### config.mk
export PLATFORM = sky130hd
export DESIGN_NAME = adder_share_arbiter
export DESIGN_NICKNAME = d
export VERILOG_FILES = /design/src/rtl/adder_share_pkg.sv /design/src/rtl/adder_share_arbiter_rr_arbiter.sv /design/src/rtl/adder_share_arbiter.sv
export SDC_FILE = /design/constraint.sdc
export NUM_CORES = 1
export LEC_CHECK = 0
export CELL_PAD_IN_SITES_DETAIL_PLACEMENT = 0
export CELL_PAD_IN_SITES_GLOBAL_PLACEMENT = 1
export CORE_ASPECT_RATIO = 1.2
export CORE_MARGIN = 2
export CORE_UTILIZATION = 32
export CTS_BUF_LIST = sky130_fd_sc_hd__clkbuf_2 sky130_fd_sc_hd__clkbuf_4 sky130_fd_sc_hd__clkbuf_8
export CTS_CLUSTER_DIAMETER = 40
export DETAILED_ROUTE_END_ITERATION = 10
export HOLD_SLACK_MARGIN = 0.02
export PLACE_DENSITY = 0.86
export SETUP_SLACK_MARGIN = 0.4
export SYNTH_ARGS = -nofsm -noshare
export SYNTH_HDL_FRONTEND = slang
export SYNTH_SLANG_ARGS = --single-unit
export TNS_END_PERCENT = 5
### constraint.sdc
create_clock -name clk -period 9.2 [get_ports clk]
set_input_delay 0.92 -clock clk [delete_from_list [all_inputs] [get_ports clk]]
set_output_delay 0.92 -clock clk [all_outputs]
set_load 0.02 [all_outputs]
### src/rtl/adder_share_pkg.sv
// Shared types, widths and the operand interleave helper for the shared-adder arbiter.
package adder_share_pkg;

  typedef enum logic [1:0] {
    IDLE = 2'd0,
    EXEC = 2'd1,
    RESP = 2'd2
  } state_e;

  localparam int ADDER_WIDTH = 12;
  localparam int PERF_CNT_W  = 16;

  // The attached adder expects bit pairs {b[k], a[k]} at positions 2k+1 / 2k.
  function automatic logic [2*ADDER_WIDTH-1:0] interleave(
    input logic [ADDER_WIDTH-1:0] a,
    input logic [ADDER_WIDTH-1:0] b
  );
    logic [2*ADDER_WIDTH-1:0] bus;
    bus = '0;
    for (int k = 0; k < ADDER_WIDTH; k++) begin
      bus[2*k]   = a[k];
      bus[2*k+1] = b[k];
    end
    return bus;
  endfunction

endpackage

### src/rtl/adder_share_arbiter_rr_arbiter.sv
// Combinational round-robin picker: first asserted request at or above ptr, wrapping.
module rr_arbiter #(
  parameter  int NUM_REQ = 4,
  localparam int ID_W    = $clog2(NUM_REQ)
) (
  input  logic [NUM_REQ-1:0] req,
  input  logic [ID_W-1:0]    ptr,
  input  logic               enable,
  output logic [NUM_REQ-1:0] gnt,
  output logic [ID_W-1:0]    gnt_id
);

  logic [ID_W-1:0] cand [NUM_REQ];
  logic            found;

  // Candidate index for each search offset; explicit compare keeps odd NUM_REQ correct.
  for (genvar gi = 0; gi < NUM_REQ; gi++) begin : g_cand
    logic [ID_W:0] sum;
    assign sum = {1'b0, ptr} + (ID_W+1)'(gi);
    assign cand[gi] = (sum >= (ID_W+1)'(NUM_REQ)) ? ID_W'(sum - (ID_W+1)'(NUM_REQ))
                                                  : sum[ID_W-1:0];
  end

  always_comb begin
    gnt    = '0;
    gnt_id = '0;
    found  = 1'b0;
    for (int k = 0; k < NUM_REQ; k++) begin
      if (enable && !found && req[cand[k]]) begin
        found          = 1'b1;
        gnt[cand[k]]   = 1'b1;
        gnt_id         = cand[k];
      end
    end
  end

endmodule

### src/rtl/adder_share_arbiter.sv
// Time-shares one external adder between NUM_REQ requesters (grant -> exec -> response).
// Optional performance counters are enabled with ADDER_SHARE_PERF_CNT_EN.
module adder_share_arbiter
  import adder_share_pkg::*;
#(
  parameter  int NUM_REQ = 4,
  parameter  int WIDTH   = ADDER_WIDTH,
  localparam int ID_W    = $clog2(NUM_REQ)
) (
  input  logic                     clk,
  input  logic                     rst,
`ifdef ADDER_SHARE_PERF_CNT_EN
  output logic [PERF_CNT_W-1:0]    op_count,
  output logic [PERF_CNT_W-1:0]    stall_count,
`endif
  input  logic [NUM_REQ-1:0]       req_valid,
  output logic [NUM_REQ-1:0]       req_ready,
  input  logic [NUM_REQ*WIDTH-1:0] req_a,
  input  logic [NUM_REQ*WIDTH-1:0] req_b,
  output logic [2*WIDTH-1:0]       add_in,
  input  logic [WIDTH:0]           add_out,
  output logic                     rsp_valid,
  input  logic                     rsp_ready,
  output logic [ID_W-1:0]          rsp_id,
  output logic [WIDTH:0]           rsp_sum
);

  state_e          state_q;
  logic [ID_W-1:0] rr_ptr_q, rr_ptr_d;
  logic [ID_W-1:0] gnt_id_q, rsp_id_q, arb_id;
  logic [WIDTH-1:0] op_a_q, op_b_q;
  logic [WIDTH:0]  rsp_sum_q;
  logic            rsp_valid_q;
  logic [NUM_REQ-1:0] arb_gnt;
  logic            rsp_fire, stall_cycle;

  rr_arbiter #(.NUM_REQ(NUM_REQ)) u_arb (
    .req    (req_valid),
    .ptr    (rr_ptr_q),
    .enable ((state_q == IDLE) && !rst),
    .gnt    (arb_gnt),
    .gnt_id (arb_id)
  );

  assign req_ready   = arb_gnt;
  assign rsp_fire    = (state_q == RESP) && rsp_valid_q && rsp_ready;
  assign stall_cycle = (state_q == RESP) && !rsp_ready;
  assign rr_ptr_d    = (arb_id == ID_W'(NUM_REQ - 1)) ? '0 : arb_id + 1'b1;

  // Operand registers feed the adder for the whole EXEC cycle.
  assign add_in    = interleave(op_a_q, op_b_q);
  assign rsp_valid = rsp_valid_q;
  assign rsp_id    = rsp_id_q;
  assign rsp_sum   = rsp_sum_q;

  always_ff @(posedge clk) begin
    if (rst) begin
      state_q     <= IDLE;
      rr_ptr_q    <= '0;
      gnt_id_q    <= '0;
      op_a_q      <= '0;
      op_b_q      <= '0;
      rsp_valid_q <= 1'b0;
      rsp_id_q    <= '0;
      rsp_sum_q   <= '0;
    end else begin
      case (state_q)
        IDLE: begin
          if (|arb_gnt) begin
            op_a_q   <= req_a[arb_id*WIDTH +: WIDTH];
            op_b_q   <= req_b[arb_id*WIDTH +: WIDTH];
            gnt_id_q <= arb_id;
            rr_ptr_q <= rr_ptr_d;
            state_q  <= EXEC;
          end
        end
        EXEC: begin
          rsp_sum_q   <= add_out;
          rsp_id_q    <= gnt_id_q;
          rsp_valid_q <= 1'b1;
          state_q     <= RESP;
        end
        RESP: begin
          if (rsp_fire) begin
            rsp_valid_q <= 1'b0;
            state_q     <= IDLE;
          end
        end
        default: state_q <= IDLE;
      endcase
    end
  end

`ifdef ADDER_SHARE_PERF_CNT_EN
  logic [PERF_CNT_W-1:0] op_count_q, stall_count_q;

  always_ff @(posedge clk) begin
    if (rst) begin
      op_count_q    <= '0;
      stall_count_q <= '0;
    end else begin
      if (rsp_fire && (op_count_q != '1))
        op_count_q <= op_count_q + 1'b1;
      if (stall_cycle && (stall_count_q != '1))
        stall_count_q <= stall_count_q + 1'b1;
    end
  end

  assign op_count    = op_count_q;
  assign stall_count = stall_count_q;
`else
  // Without counters the handshake strobes have no further consumer.
  logic unused_perf;
  assign unused_perf = rsp_fire ^ stall_cycle;
`endif

endmodule

# Word level (Yosys, flattened, before mapping)
# Cells that the tools add are included.
word_totals:
  reg_bits: 46
  latchBits: 0
  ramBits: 0
  rom_bits: 0
  in_bits: 116
  out_inout_bits: 44
  word_cells: 100
  memories: 0
classes:
  add_sub_neg: 8
  n_mul: 1
  div_mod_pow: 0
  order_cmp: 12
  eq_ne: 5
  shifts: 2
  muxes: 37
  n_bitwise: 3
  n_reduce_logical: 24
op_table:
  columns: ["cell", "count"]
  rows:
  - ["48-bit by 7-bit indexed part select with 12-bit output", 2]
  - ["2-bit 2-to-1 mux", 11]
  - ["4-bit 2-to-1 mux", 4]
  - ["1-bit logical AND", 14]
  - ["2-bit by 3-bit < comparator with 1-bit output, second input constant", 4]
  - ["1-bit 2-to-1 mux", 12]
  - ["4-bit OR", 3]
  - ["3-bit >= comparator, second input constant", 3]
  - ["1-bit binary-select mux with 2-bit select", 4]
  - ["1-bit demux with 2-bit select", 4]
  - ["2-bit by 1-bit >= comparator with 1-bit output, second input constant", 4]
  - ["2-bit by 1-bit subtractor with 2-bit output, second input constant", 4]
  - ["2-bit by 2-bit adder with 3-bit output, second input constant", 2]
  - ["2-bit one-hot mux with 3 select lines", 1]
  - ["2-bit AND reduction", 3]
  - ["2-bit equality test, second input constant", 2]
  - ["1-bit logical NOT", 4]
  - ["2-bit by 2-bit multiplier with 4-bit output, second input constant", 1]
  - ["4-bit OR reduction", 1]
  - ["2-bit by 1-bit adder with 3-bit output, second input constant", 1]
  - ["2-bit by 3-bit >= comparator with 1-bit output, second input constant", 1]
  - ["2-bit by 1-bit adder with 2-bit output, second input constant", 1]
  - ["2-bit by 1-bit equality test with 1-bit output, second input constant", 1]
  - ["2-bit logical NOT", 1]
  - ["other kinds (4)", 4]

# Logic depth before layout (Yosys ltp)
depth:
  ltp_word: 21
  ltp_mapped: 12
  depth_no_buf: 9

# Hierarchy
# Synthesis repeated with hierarchy kept, for this count alone.
unflattened:
  cells_unflattened: 313
  area_unflattened_um2: 2976.6
modules_own_cells:
  columns: ["module", "instances", "cells_per_inst", "area_per_inst_um2", "seq_area_each_um2"]
  rows:
  - ["adder_share_arbiter", 1, 240, 2406.1, 920.9]
  - ["rr_arbiter", 1, 73, 570.5, 0.0]

# Worst setup path after synthesis
# No wires, ideal clock.
synth_timing:
  kind: "input -> output"
  startpoint: "input port req_valid[3]"
  endpoint: "output port req_ready[1]"
  t_arrival_ps: 2371
  t_required_ps: 8280
  slack_ps: 5909
  stages: 5
  n_path_buf: 0
  cell_sequence: "mux4_2 -> nand2b_4 -> nor4_2 -> a222oi_1 -> inv_1"
synth_via:
  elab_chain_len: 16
  word_cells_on_any_way: 28
  cone_classes: "mux (15); bitwise (3); reduce/logical (10)"
synth_rtl:
  columns: ["item", "line", "source"]
  rows:
  - ["start, declared", "adder_share_arbiter.sv:16", "input logic [NUM_REQ-1:0] req_valid,"]
  - ["1-bit binary-select mux with 2-bit select", "adder_share_arbiter_rr_arbiter.sv:29", "if (enable && !found && req[cand[k]]) begin"]
  - ["1-bit 2-to-1 mux (implied by the code)", "adder_share_arbiter_rr_arbiter.sv:29", null]
  - ["1-bit logical AND", "adder_share_arbiter_rr_arbiter.sv:29", null]
  - ["1-bit 2-to-1 mux", "adder_share_arbiter_rr_arbiter.sv:29", null]
  - ["1-bit logical NOT", "adder_share_arbiter_rr_arbiter.sv:29", null]
  - ["1-bit logical AND (2 in a row)", "adder_share_arbiter_rr_arbiter.sv:29", null]
  - ["1-bit 2-to-1 mux", "adder_share_arbiter_rr_arbiter.sv:29", null]
  - ["1-bit logical NOT", "adder_share_arbiter_rr_arbiter.sv:29", null]
  - ["1-bit logical AND (2 in a row)", "adder_share_arbiter_rr_arbiter.sv:29", null]
  - ["1-bit 2-to-1 mux", "adder_share_arbiter_rr_arbiter.sv:29", null]
  - ["1-bit logical NOT", "adder_share_arbiter_rr_arbiter.sv:29", null]
  - ["1-bit logical AND (2 in a row)", "adder_share_arbiter_rr_arbiter.sv:29", null]
  - ["4-bit 2-to-1 mux *", "adder_share_arbiter_rr_arbiter.sv:29", null]
  - ["end, declared", "adder_share_arbiter.sv:17", "output logic [NUM_REQ-1:0] req_ready,"]
# Every way passes the cells marked *; elsewhere a longest branch is shown, timed or not. The select of a mux whose other input is x is not followed.

# Final worst setup path
layout_timing:
  startpoint: "input port rst"
  endpoint: "output port req_ready[0]"
layout_via:
  elab_chain_len: 16
  word_cells_on_any_way: 22
  cone_classes: "mux (7); bitwise (3); reduce/logical (12)"
layout_rtl:
  columns: ["item", "line", "source"]
  rows:
  - ["start, declared", "adder_share_arbiter.sv:11", "input logic rst,"]
  - ["1-bit logical NOT *", "adder_share_arbiter.sv:40", ".enable ((state_q == IDLE) && !rst),"]
  - ["1-bit logical AND *", "adder_share_arbiter.sv:40", null]
  - ["1-bit logical AND", "adder_share_arbiter_rr_arbiter.sv:29", null]
  - ["1-bit 2-to-1 mux", "adder_share_arbiter_rr_arbiter.sv:29", null]
  - ["1-bit logical NOT", "adder_share_arbiter_rr_arbiter.sv:29", null]
  - ["1-bit logical AND (2 in a row)", "adder_share_arbiter_rr_arbiter.sv:29", null]
  - ["1-bit 2-to-1 mux", "adder_share_arbiter_rr_arbiter.sv:29", null]
  - ["1-bit logical NOT", "adder_share_arbiter_rr_arbiter.sv:29", null]
  - ["1-bit logical AND (2 in a row)", "adder_share_arbiter_rr_arbiter.sv:29", null]
  - ["1-bit 2-to-1 mux", "adder_share_arbiter_rr_arbiter.sv:29", null]
  - ["1-bit logical NOT", "adder_share_arbiter_rr_arbiter.sv:29", null]
  - ["1-bit logical AND (2 in a row)", "adder_share_arbiter_rr_arbiter.sv:29", null]
  - ["4-bit 2-to-1 mux *", "adder_share_arbiter_rr_arbiter.sv:29", null]
# Every way passes the cells marked *; elsewhere a longest branch is shown, timed or not.

==> impl_metrics.ini <==
[synthesis]
synthArstFlopShare_pct = 0
ys_warn_count = 0
synth_seq_cells = 46
synth-edff-count = 0
syn_nets = 433
synth_top_flop_cell = dfxtp_1
ys_types = 41
seq_area_frac_synth_pct = 29.97
syn_area_um2 = 3073
avgSynthCellArea_um2 = 9.945
netlist_instances = 309

[drt]
dr.pass1.iters = 4
vias_per_cell = 4.827
first_iter_violations = 92
vias = 2790
ant_nets = 0
avgRoutedWirePerCell_um = 14.20
wl_um = 8210
drc = 0

[cells_and_area]
area.growth.synth_to_final_pct = 56.60
antenna_cells = 0
drive_gt1_share_pct = 14.29
nets = 578
design_area_um2 = 4812

[global_route]
grt_use_met2_pct = 28.78
grt_max_degree = 52
grt_use_met3_pct = 3.383
globalRoute.totalOverflow = 0
grt_most_used_layer = met2
antenna_found_initial = 0
grtUsageMet1_pct = 17.80
grt_pass1_vias = 2878
grt_pass1_wl_um = 13410
grt_use_total_pct = 15.69

[critical_path]
path_buf_inv = 4
crit_cells = 8
worst_r2r_startpoint = rr_ptr_q[0]
endpoint_kind = output port
crit_type = input pin to output port
path_max_fanout = 46
regToRegEndpoint = op_a_q[11]
cpLargestDelayFamily = buffers and inverters
critPathMaxStageDelay_ns = 0.60
worstPathRequired_ns = 8.28
rrSetupSlack_ns = 4.80
startpoint_type = input pin
worstSetupEndpoint = req_ready[0]
ff2ff_path_depth = 9
path_cells = clkdlybuf4s50_1, buf_4, nor3_2, nand2b_4, nor4_2, a222oi_1, inv_1, clkdlybuf4s50_1
crit_start = rst
cpMaxStageDelayCell = clkdlybuf4s50_1
cp_data_arrival_time_ns = 3.64
cp_common_cell = clkdlybuf4s50_1

[sta]
slew_headroom_pct = 33.09
post-route-min-period_ns = 4.562
fin_crit_sh_pct = 49.59
slew_viol_final = 0
fmax_ghz = 0.2192
finalHoldViolCount = 0
tns_ns = 0
setup_violations = 0
max_slew.worst_pin.slew_ns = 1.002
fin_skew_ns = 0.009308
rsz0062_at_grt = false
setup_slack_ns = 4.638

[power_and_ir_drop]
ir_worst_vdd_mv = 0.08808
power_density_nw_per_um2 = 227.1
power_mw = 1.093
p_leak_nw = 1.753

[floorplanning]
core_um2 = 9418
die_x_um = 93.46
initial_core_util_pct = 32.63
io_pins = 160
die_h_um = 111.3
fp.dieArea_um2 = 10410
core.rowCount = 39

[placement]
placed_area_um2 = 4707
dpl_worst_slack_ns = 4.535
port_buffers = 159
hpwl_um = 6229
finalWeightedCongestion = 0.7844

[clock_network]
root_buffer = clkbuf_8
cts_tree = built
htreeDepth = 2
cts_sinks = 46
postCtsSetupRepairBufs = 0
hold_buffers = 0
cts_made_buffers = 5
clk_latency_ns = 0.29
clk_pin_slew_ns = 0.08
clk_path_buf_depth = 2
cts_resized = 0

[run_status]
status = complete, no violations

[hold_path]
hp-class = flop to flop

[flow_run]
cap_violations = 0
[final cells by class]
type / instances / area (um2)
repair buffers: 161 / 1607
well taps: 123 / 153.9
fillers: 883 / 4606
inverters: 9 / 33.78
multi-input cells: 231 / 1992
flip-flops and latches: 46 / 920.9
clock inverters: 1 / 8.758
clock buffers: 7 / 96.34
[worst min-delay path: cells and delay by family (launching register included)]
kind	cells	cell delay [ns]
DFF	1	0.31
and+or+nand+nor	1	0.05
AOI/OAI and AO/OA	1	0.05
[metrics by stage]
stage	hold WS (ns)	util [%]	instances
finish	0.4583	51.10	578
global route	0.4773	51.10	578
CTS	0.4595	51.10	578
detailed placement	0.4488	49.98	570
global placement	0.4399	49.98	570
floorplan	0.4312	-	309
[power breakdown]
part	total [mW]	switching [mW]	leakage [nW]	internal, mW
Combinational	0.661	0.334	1.32	0.327
Clock	0.135	0.0657	0.0544	0.0689
Sequential	0.297	0.0375	0.379	0.259
[state kept, by name, indices dropped and copies added (netlist names)]
name and count:
op_b_q 12, gnt_id_q 2, op_a_q 12, state_q 2, rsp_valid 1, rr_ptr_q 2
rsp_id 2, rsp_sum 13
[routing by layer]
metal	vias to the layer above	part of all wire, %
li1	1417	-
met1	1247	39
met2	112	52
met3	14	6.6
met4	0	2.1
met5	-	0
[layout by cell type (no fill, tap or decap), types with 2 or more instances in the layout]
cell type / n
a222oi_1: 4
clkbuf_8: 7
o21ai_1: 6
ha_1: 8
inv_1: 8
nor2b_1: 2
mux4_2: 3
buf_4: 2
o21ai_2: 19
mux2i_1: 51
nor3_1: 3
mux2_2: 6
a22o_1: 4
nand4_1: 2
nand2b_1: 2
nand2_1: 34
dfxtp_1: 46
nand3_1: 2
or3b_1: 24
nor3b_1: 2
mux2_4: 19
and3b_1: 2
clkdlybuf4s50_1: 159
a21oi_1: 18
nor2_1: 5
[cells in the mapped netlist (2+ instances only)]
| cell | instances | area [um2] |
|---|---|---|
| nand2b_1 | 2 | 12.51 |
| or3b_1 | 24 | 210.2 |
| and3b_1 | 2 | 17.52 |
| mux2i_1 | 51 | 510.5 |
| mux4_2 | 3 | 67.56 |
| nand2_1 | 34 | 127.6 |
| nand4_1 | 2 | 12.51 |
| buf_6 | 4 | 45.04 |
| dfxtp_1 | 46 | 920.9 |
| mux2_2 | 6 | 67.56 |
| mux2_4 | 19 | 285.3 |
| nor3b_1 | 2 | 15.01 |
| clkbuf_1 | 10 | 37.54 |
| a222oi_1 | 4 | 40.04 |
| inv_1 | 8 | 30.03 |
| nor3_1 | 3 | 15.01 |
| nor2b_1 | 2 | 12.51 |
| a21oi_1 | 18 | 90.09 |
| o21ai_1 | 6 | 30.03 |
| ha_1 | 8 | 100.1 |
| a22o_1 | 4 | 35.03 |
| buf_2 | 9 | 45.04 |
| nand3_1 | 2 | 10.01 |
| o21ai_2 | 19 | 166.4 |
| nor2_1 | 5 | 18.77 |
[how the worst min path moves through the flow]
stage                 from         end  cells past startpoint
2_1_floorplan  gnt_id_q[0]   rsp_id[0]                      2
3_3_place_gp   gnt_id_q[0]   rsp_id[0]                      2
3_5_place_dp     rsp_id[0]   rsp_id[0]                      2
4_1_cts         rsp_sum[3]  rsp_sum[3]                      2
5_1_grt         rsp_sum[3]  rsp_sum[3]                      2
6_report         rsp_id[0]   rsp_id[0]                      2
[kinds of logic (layout without fill, tap and decap cells)]
| kind of cell | count (synthesis) | after routing | synth area share (%) |
|---|---|---|---|
| AND/OR/NAND/NOR | 87 | 87 | 17.79 |
| flip-flops | 46 | 46 | 29.97 |
| XOR/XNOR | 1 | 1 | 0.2851 |
| buffers and inverters | 32 | 178 | 5.252 |
| AO/OA/AOI/OAI | 56 | 56 | 13.15 |
| multiplexers | 79 | 79 | 30.29 |
| adder cells (fa/ha/maj) | 8 | 8 | 3.257 |
(Power assumes the default switching activity.)
